===== src/rtl/iq_dispatch_arbiter.sv =====
`default_nettype none
// +--------------------------------------------------------------------------+
// | iq_dispatch_arbiter: one-entry stage steering renamed instructions to a   |
// | round-robin-selected ready issue queue while snooping FU wakeups.         |
// | Optional statistics counters: define DISPATCH_STATS_EN.                   |
// | Revision: 1.0                                                             |
// +--------------------------------------------------------------------------+
module iq_dispatch_arbiter #(
    parameter int INST_ID_BITS = 6,
    parameter int PRN_BITS     = 6,
    parameter int MAX_OPERANDS = 3,
    parameter int IQ_COUNT     = 4,
    parameter int FU_COUNT     = 4
) (
    input  logic                                               clk,
    input  logic                                               rst,
    input  logic                                               flush,
    input  logic                                               in_valid,
    output logic                                               in_ready,
    input  logic [INST_ID_BITS-1:0]                            in_inst_id,
    input  logic [31:0]                                        in_raw_instr,
    input  logic [63:0]                                        in_pc,
    input  logic [IQ_COUNT-1:0]                                in_iq_mask,
    input  logic [MAX_OPERANDS-1:0]                            in_prn_input_valid,
    input  logic [MAX_OPERANDS-1:0]                            in_prn_input_ready,
    input  logic [MAX_OPERANDS-1:0][PRN_BITS-1:0]              in_prn_input,
    input  logic [MAX_OPERANDS-1:0]                            in_prn_output_valid,
    input  logic [MAX_OPERANDS-1:0][PRN_BITS-1:0]              in_prn_output,
    input  logic [FU_COUNT-1:0][MAX_OPERANDS-1:0]              set_prn_ready,
    input  logic [FU_COUNT-1:0][MAX_OPERANDS-1:0][PRN_BITS-1:0] set_prn,
    input  logic [IQ_COUNT-1:0]                                iq_queue_ready,
    output logic [IQ_COUNT-1:0]                                iq_inst_valid,
    output logic [INST_ID_BITS-1:0]                            iq_inst_id,
    output logic [31:0]                                        iq_raw_instr,
    output logic [63:0]                                        iq_instr_pc,
    output logic [MAX_OPERANDS-1:0]                            iq_prn_input_valid,
    output logic [MAX_OPERANDS-1:0]                            iq_prn_input_ready,
    output logic [MAX_OPERANDS-1:0][PRN_BITS-1:0]              iq_prn_input,
    output logic [MAX_OPERANDS-1:0]                            iq_prn_output_valid,
    output logic [MAX_OPERANDS-1:0][PRN_BITS-1:0]              iq_prn_output,
    output logic                                               route_err,
    output logic [31:0]                                        stall_cycles,
    output logic [31:0]                                        dispatch_count
);

    localparam int PTR_W = $clog2(IQ_COUNT);

    logic                                  r_held_valid;
    logic [INST_ID_BITS-1:0]               r_inst_id;
    logic [31:0]                           r_raw_instr;
    logic [63:0]                           r_pc;
    logic [IQ_COUNT-1:0]                   r_mask;
    logic [MAX_OPERANDS-1:0]               r_prn_input_valid;
    logic [MAX_OPERANDS-1:0]               r_held_ready;
    logic [MAX_OPERANDS-1:0][PRN_BITS-1:0] r_prn_input;
    logic [MAX_OPERANDS-1:0]               r_prn_output_valid;
    logic [MAX_OPERANDS-1:0][PRN_BITS-1:0] r_prn_output;
    logic [PTR_W-1:0]                      r_rr_ptr;

    logic [IQ_COUNT-1:0]                   w_cand;
    logic                                  w_grant_found;
    logic [PTR_W-1:0]                      w_grant_idx;
    logic [PTR_W-1:0]                      w_rr_next;
    logic                                  w_fire;
    logic                                  w_accept;
    logic                                  w_stall;
    logic [MAX_OPERANDS-1:0]               w_match_held;
    logic [MAX_OPERANDS-1:0]               w_match_in;

    // Any wakeup slot may carry any PRN, so every operand compares against all of them.
    always_comb begin
        w_match_held = '0;
        w_match_in   = '0;
        for (int i = 0; i < MAX_OPERANDS; i++) begin
            for (int k = 0; k < FU_COUNT; k++) begin
                for (int m = 0; m < MAX_OPERANDS; m++) begin
                    if (set_prn_ready[k][m]) begin
                        if (set_prn[k][m] == r_prn_input[i]) w_match_held[i] = 1'b1;
                        if (set_prn[k][m] == in_prn_input[i]) w_match_in[i]  = 1'b1;
                    end
                end
            end
        end
    end

    assign w_cand = r_mask & iq_queue_ready;

    always_comb begin
        logic [PTR_W:0] slot;
        w_grant_found = 1'b0;
        w_grant_idx   = '0;
        slot          = '0;
        for (int off = 0; off < IQ_COUNT; off++) begin
            slot = {1'b0, r_rr_ptr} + (PTR_W+1)'(off);
            if (slot >= (PTR_W+1)'(IQ_COUNT)) slot = slot - (PTR_W+1)'(IQ_COUNT);
            if (!w_grant_found && w_cand[slot[PTR_W-1:0]]) begin
                w_grant_found = 1'b1;
                w_grant_idx   = slot[PTR_W-1:0];
            end
        end
    end

    assign w_rr_next = (w_grant_idx == PTR_W'(IQ_COUNT-1)) ? '0 : w_grant_idx + PTR_W'(1);
    assign w_fire    = r_held_valid && w_grant_found && !flush;
    assign in_ready  = !flush && (!r_held_valid || w_fire || (r_mask == '0));
    assign w_accept  = in_valid && in_ready;
    assign w_stall   = r_held_valid && !w_fire && !flush && (r_mask != '0);
    assign route_err = r_held_valid && (r_mask == '0);

    always_comb begin
        iq_inst_valid = '0;
        if (w_fire) iq_inst_valid[w_grant_idx] = 1'b1;
    end

    // Wakeups arriving on the insert cycle are folded in here because the queue ignores them then.
    assign iq_prn_input_ready  = r_held_ready | w_match_held;
    assign iq_inst_id          = r_inst_id;
    assign iq_raw_instr        = r_raw_instr;
    assign iq_instr_pc         = r_pc;
    assign iq_prn_input_valid  = r_prn_input_valid;
    assign iq_prn_input        = r_prn_input;
    assign iq_prn_output_valid = r_prn_output_valid;
    assign iq_prn_output       = r_prn_output;

    always_ff @(posedge clk) begin
        if (rst) begin
            r_held_valid       <= 1'b0;
            r_inst_id          <= '0;
            r_raw_instr        <= '0;
            r_pc               <= '0;
            r_mask             <= '0;
            r_prn_input_valid  <= '0;
            r_held_ready       <= '0;
            r_prn_input        <= '0;
            r_prn_output_valid <= '0;
            r_prn_output       <= '0;
            r_rr_ptr           <= '0;
        end else if (flush) begin
            r_held_valid <= 1'b0;
        end else begin
            if (w_fire) r_rr_ptr <= w_rr_next;
            if (w_accept) begin
                r_held_valid       <= 1'b1;
                r_inst_id          <= in_inst_id;
                r_raw_instr        <= in_raw_instr;
                r_pc               <= in_pc;
                r_mask             <= in_iq_mask;
                r_prn_input_valid  <= in_prn_input_valid;
                r_held_ready       <= in_prn_input_ready | w_match_in;
                r_prn_input        <= in_prn_input;
                r_prn_output_valid <= in_prn_output_valid;
                r_prn_output       <= in_prn_output;
            end else if (w_stall) begin
                r_held_ready <= r_held_ready | w_match_held;
            end else begin
                r_held_valid <= 1'b0;
            end
        end
    end

`ifdef DISPATCH_STATS_EN
    logic [31:0] r_stall_cycles;
    logic [31:0] r_dispatch_count;

    always_ff @(posedge clk) begin
        if (rst) begin
            r_stall_cycles   <= '0;
            r_dispatch_count <= '0;
        end else begin
            if (w_stall && (r_stall_cycles != '1))   r_stall_cycles   <= r_stall_cycles + 32'd1;
            if (w_fire && (r_dispatch_count != '1))  r_dispatch_count <= r_dispatch_count + 32'd1;
        end
    end

    assign stall_cycles   = r_stall_cycles;
    assign dispatch_count = r_dispatch_count;
`else
    assign stall_cycles   = '0;
    assign dispatch_count = '0;
`endif

endmodule
`default_nettype wire


===== config.mk =====
export PLATFORM = sky130hd
export DESIGN_NAME = iq_dispatch_arbiter
export DESIGN_NICKNAME = d
export VERILOG_FILES = /design/src/rtl/iq_dispatch_arbiter.sv
export SDC_FILE = /design/constraint.sdc
export NUM_CORES = 1
export LEC_CHECK = 0
export CAP_MARGIN = 10
export CELL_PAD_IN_SITES_DETAIL_PLACEMENT = 1
export CELL_PAD_IN_SITES_GLOBAL_PLACEMENT = 2
export CORE_ASPECT_RATIO = 0.6
export CORE_UTILIZATION = 24
export DETAILED_ROUTE_END_ITERATION = 7
export GPL_TIMING_DRIVEN = 0
export PLACE_DENSITY_LB_ADDON = 0.05
export RECOVER_POWER = 25
export SLEW_MARGIN = 20
export SYNTH_ARGS = -nofsm -noshare
export SYNTH_HDL_FRONTEND = slang
export SYNTH_SLANG_ARGS = --single-unit
export TNS_END_PERCENT = 50

===== constraint.sdc =====
create_clock -name clk -period 2.68 [get_ports clk]
set_clock_uncertainty 0.15 [all_clocks]
set_input_delay 0.536 -clock clk [delete_from_list [all_inputs] [get_ports clk]]
set_output_delay 0.536 -clock clk [all_outputs]
set_load 0.01 [all_outputs]

==> metrics.txt <==
status finished with violations; failing checks setup timing; CTS root buf clkbuf_16; yosys warns 0; Syn-to-layout area delta 52.8%; Max Slew Vio Count 0; post-detailed-route count of antenna-violating nets 0; ordered cell list for the critical path clkdlybuf4s50_1 > nand4_1 > nor4_4 > nor4_2 > and4_1 > inv_1 > buf_6; nets ~2200; Die Height between 150 and 200 µm; Final Instance Count excl. Fillers between 2000 and 3000; Worst R2R Start r_mask[0]; Switching Power around 0.0025 W; Net Sw Frac around a third; DR vias/cell roughly 4.7; initial antenna violation count 4; # Max-Cap Violations 0; Tot Pwr 0.00733 W; I/O Buffers a little over 300; placed cells about 2500; Worst Path Arrival about 2300 ps; peak supply drop between 0.4 and 0.5 mV; DRC Markers 0; Synth top area share 26.6%; ys async rst share 0%; H-tree Lvls 4; clock insertion delay at the later pin of the skew report ~440 ps; mean routed wirelength per cell between 20 and 25 µm; Comb pwr share 31.9%; CP Launch Type primary input; part of the power in registers 33.6%; initial core utilization between 20% and 30%; Worst setup EP type primary output; Max Clk Rate about 330 MHz; cell taking the most area after synthesis dfxtp_1; via count around 12000; Num CTS Buffers 17; first-pass GRT wire length approximately 88000 µm; Final Hold Viols 0; DRT iter0 DRCs 749; delay of the slowest critical-path stage between 700 and 800 ps; number of detailed-route iterations in the first pass 5; unrepaired setup endpoints after global routing yes; GR Util All Layers roughly a quarter; Slew HR between 40% and 50%; Max Root-Sink Buffers 2; top cells by area, synth dfxtp_1 27%, xnor2_1 16%, xor2_1 16%, nand2_1 9.7%, a21oi_1 6.4%; gpl congestion roughly 0.94; HP Start iq_instr_pc[5]; synthesized cell area about 12000 µm²; minimum clock period after layout about 3000 ps; Core Rows 61; WP data required roughly 2000 ps; core area between 40000 and 50000 µm²; Hold Path Sink iq_instr_pc[5]; slowest CP cell clkdlybuf4s50_1; layout cells sized above 1 about 18%; Synth Register Bits roughly 150; Avg Inst Size Synth 7.66 µm²; vias in the first global route ~12000; top_reg_cell synth dfxtp_1; largest net degree at the start of global routing 17; number of I/O pins 460; reg2reg setup slack roughly 140 ps; Mapped Cells 1515; Clock Sinks roughly 150; Worst-path clk slew roughly 60 ps; final setup margin -323 ps; R2R cell count 7; die area 49300 µm²; pre-CTS setup slack -1570 ps; Setup CP Type primary input to primary output; CTS tree yes; EDFF count, synth 0; Synth cell types 38; Hold Path Stages 2; global route overflow 0; worst-path fanout max 6; P_leak 6.91 nW; HPWL after DPL ~48000 µm; sequential element share of the synthesized area a little over a quarter; Worst-Margin Slew between 800 and 900 ps; P_int around 0.0048 W; final WL 63600 µm; Hold-fix buffers, CTS 0; Finish-stage setup viols 7; Critical R2R Capture r_held_ready[1]; Die Wd around 290 µm; Pwr per Cell Area roughly 410 nW/µm²; Final period util 112%; Clock Power Share between 30% and 40%; Hold Path Class flip-flop to flip-flop
==> per-stage QoR <==
step	util (%)	hold WS [ps]	setup TNS, ps	area (µm²)
2_1_floorplan	-	317	0	11800
3_3_place_gp	33.3	291	-24650	15700
3_5_place_dp	33.4	297	-29680	15700
4_1_cts	36.8	307	-870	17300
5_1_grt	37.7	321	-1830	17700
6_report	37.7	301	-1280	17700
==> cell usage after synthesis (2+ instances only) <==
library cell	instances
a2111oi_0	2
a21oi_1	149
and2_1	6
and4_1	4
buf_1	30
buf_2	41
buf_4	66
buf_6	25
clkbuf_1	97
dfxtp_1	154
ha_1	4
inv_1	6
nand2_1	300
nand4_1	74
nor2_1	13
nor3_1	9
nor4_1	84
xnor2_1	216
xor2_1	216
==> worst max path at each step <==
stage	from	end	slack, ps	depth (start not counted)
5_1_grt	iq_prn_input[15]	iq_prn_input_ready[2]	-330	8
4_1_cts	iq_prn_input[0]	iq_prn_input_ready[0]	-290	7
3_5_place_dp	iq_prn_input[6]	iq_prn_input_ready[1]	-1570	9
3_3_place_gp	iq_prn_input[5]	iq_prn_input_ready[0]	-1690	7
2_1_floorplan	iq_prn_input[16]	iq_prn_input_ready[2]	410	8
6_report	set_prn_ready[11]	iq_prn_input_ready[2]	-320	7
==> critical path: cells and delay by family <==
kind,cells,cell delay (ps)
AND/OR/NAND/NOR,4,880
buffers and inverters,3,900
==> layout by cell type, fill, tap and decap left out, types with 3 or more instances in the layout <==
cell type	count
buf_6	36
clkbuf_4	3
xnor2_1	200
buf_1	27
diode_2	3
buf_8	3
nor4_4	14
ha_2	3
nor3_2	3
and2_4	4
buf_4	124
nand4_1	74
buf_12	18
xor2_1	210
buf_2	19
a21oi_1	148
nor4_2	21
nor4_1	49
inv_8	3
clkdlybuf4s50_1	214
clkbuf_2	14
conb_1	64
dfxtp_1	132
clkinv_4	3
clkbuf_1	69
and4_1	3
xor2_2	5
inv_6	4
dfxtp_2	3
nand2_1	297
clkbuf_16	17
dlygate4sd2_1	9
nor3_1	6
dfxtp_4	19
xnor2_2	16
nor2_1	12
dlygate4sd3_1	71
inv_1	3
==> metal layers <==
layer,wire length [µm],track usage (%)
met1,29000,34.2
met2,27400,37.3
met3,6360,9.67
met4,782,4.81
met5,0,0
==> what timing repair did <==
action / CTS / global route
endpoints found under the setup margin: 12 / 11
gates cloned: 1 / 0
resized for setup: 233 / 68
buffers inserted: 45 / 19
pin swaps: 24 / 25
==> sequential cells by signal, summed over array words and instances, names as in the netlist <==
register / count
r_rr_ptr: 2
iq_inst_id: 6
iq_prn_input: 18
iq_prn_output: 18
r_mask: 4
iq_instr_pc: 64
r_held_ready: 3
iq_prn_input_valid: 3
iq_prn_output_valid: 3
r_held_valid: 1
iq_raw_instr: 32
==> layout make-up <==
cell class / instances / area (µm²)
diodes: 3 / 7.51
plain buffers: 241 / 1700
clock buffers: 18 / 429
clock inverters: 14 / 156
fillers: 5594 / 29300
inverters: 6 / 25.0
multi-input cells: 1159 / 7890
flip-flops and latches: 154 / 3160
well taps: 630 / 788
repair buffers: 369 / 3580
==> cells by family after synthesis <==
group                    Yosys count  share of synthesized area [%]
AO/OA/AOI/OAI                    161                           7.35
XOR/XNOR                         432                           32.6
adder cells (fa/ha/maj)            4                          0.431
buffers and inverters            265                           12.8
flip-flops                       154                           26.6
multiplexers                       2                          0.183
other                              1                         0.0323
AND/OR/NAND/NOR                  496                           20.1
==> power groups by stage <==
stage / clock network (W) / logic (W) / registers [W]
final: 0.00252 / 0.00234 / 0.00247
after global routing: 0.00272 / 0.00249 / 0.00248
after CTS: 0.00260 / 0.00227 / 0.00247
after detailed placement: 0 / 0.00211 / 0.00251
after global placement: 0 / 0.00207 / 0.00251
after floorplan: 0 / 0.00116 / 0.00255
Note: power is estimated with default switching activity, not from simulation.
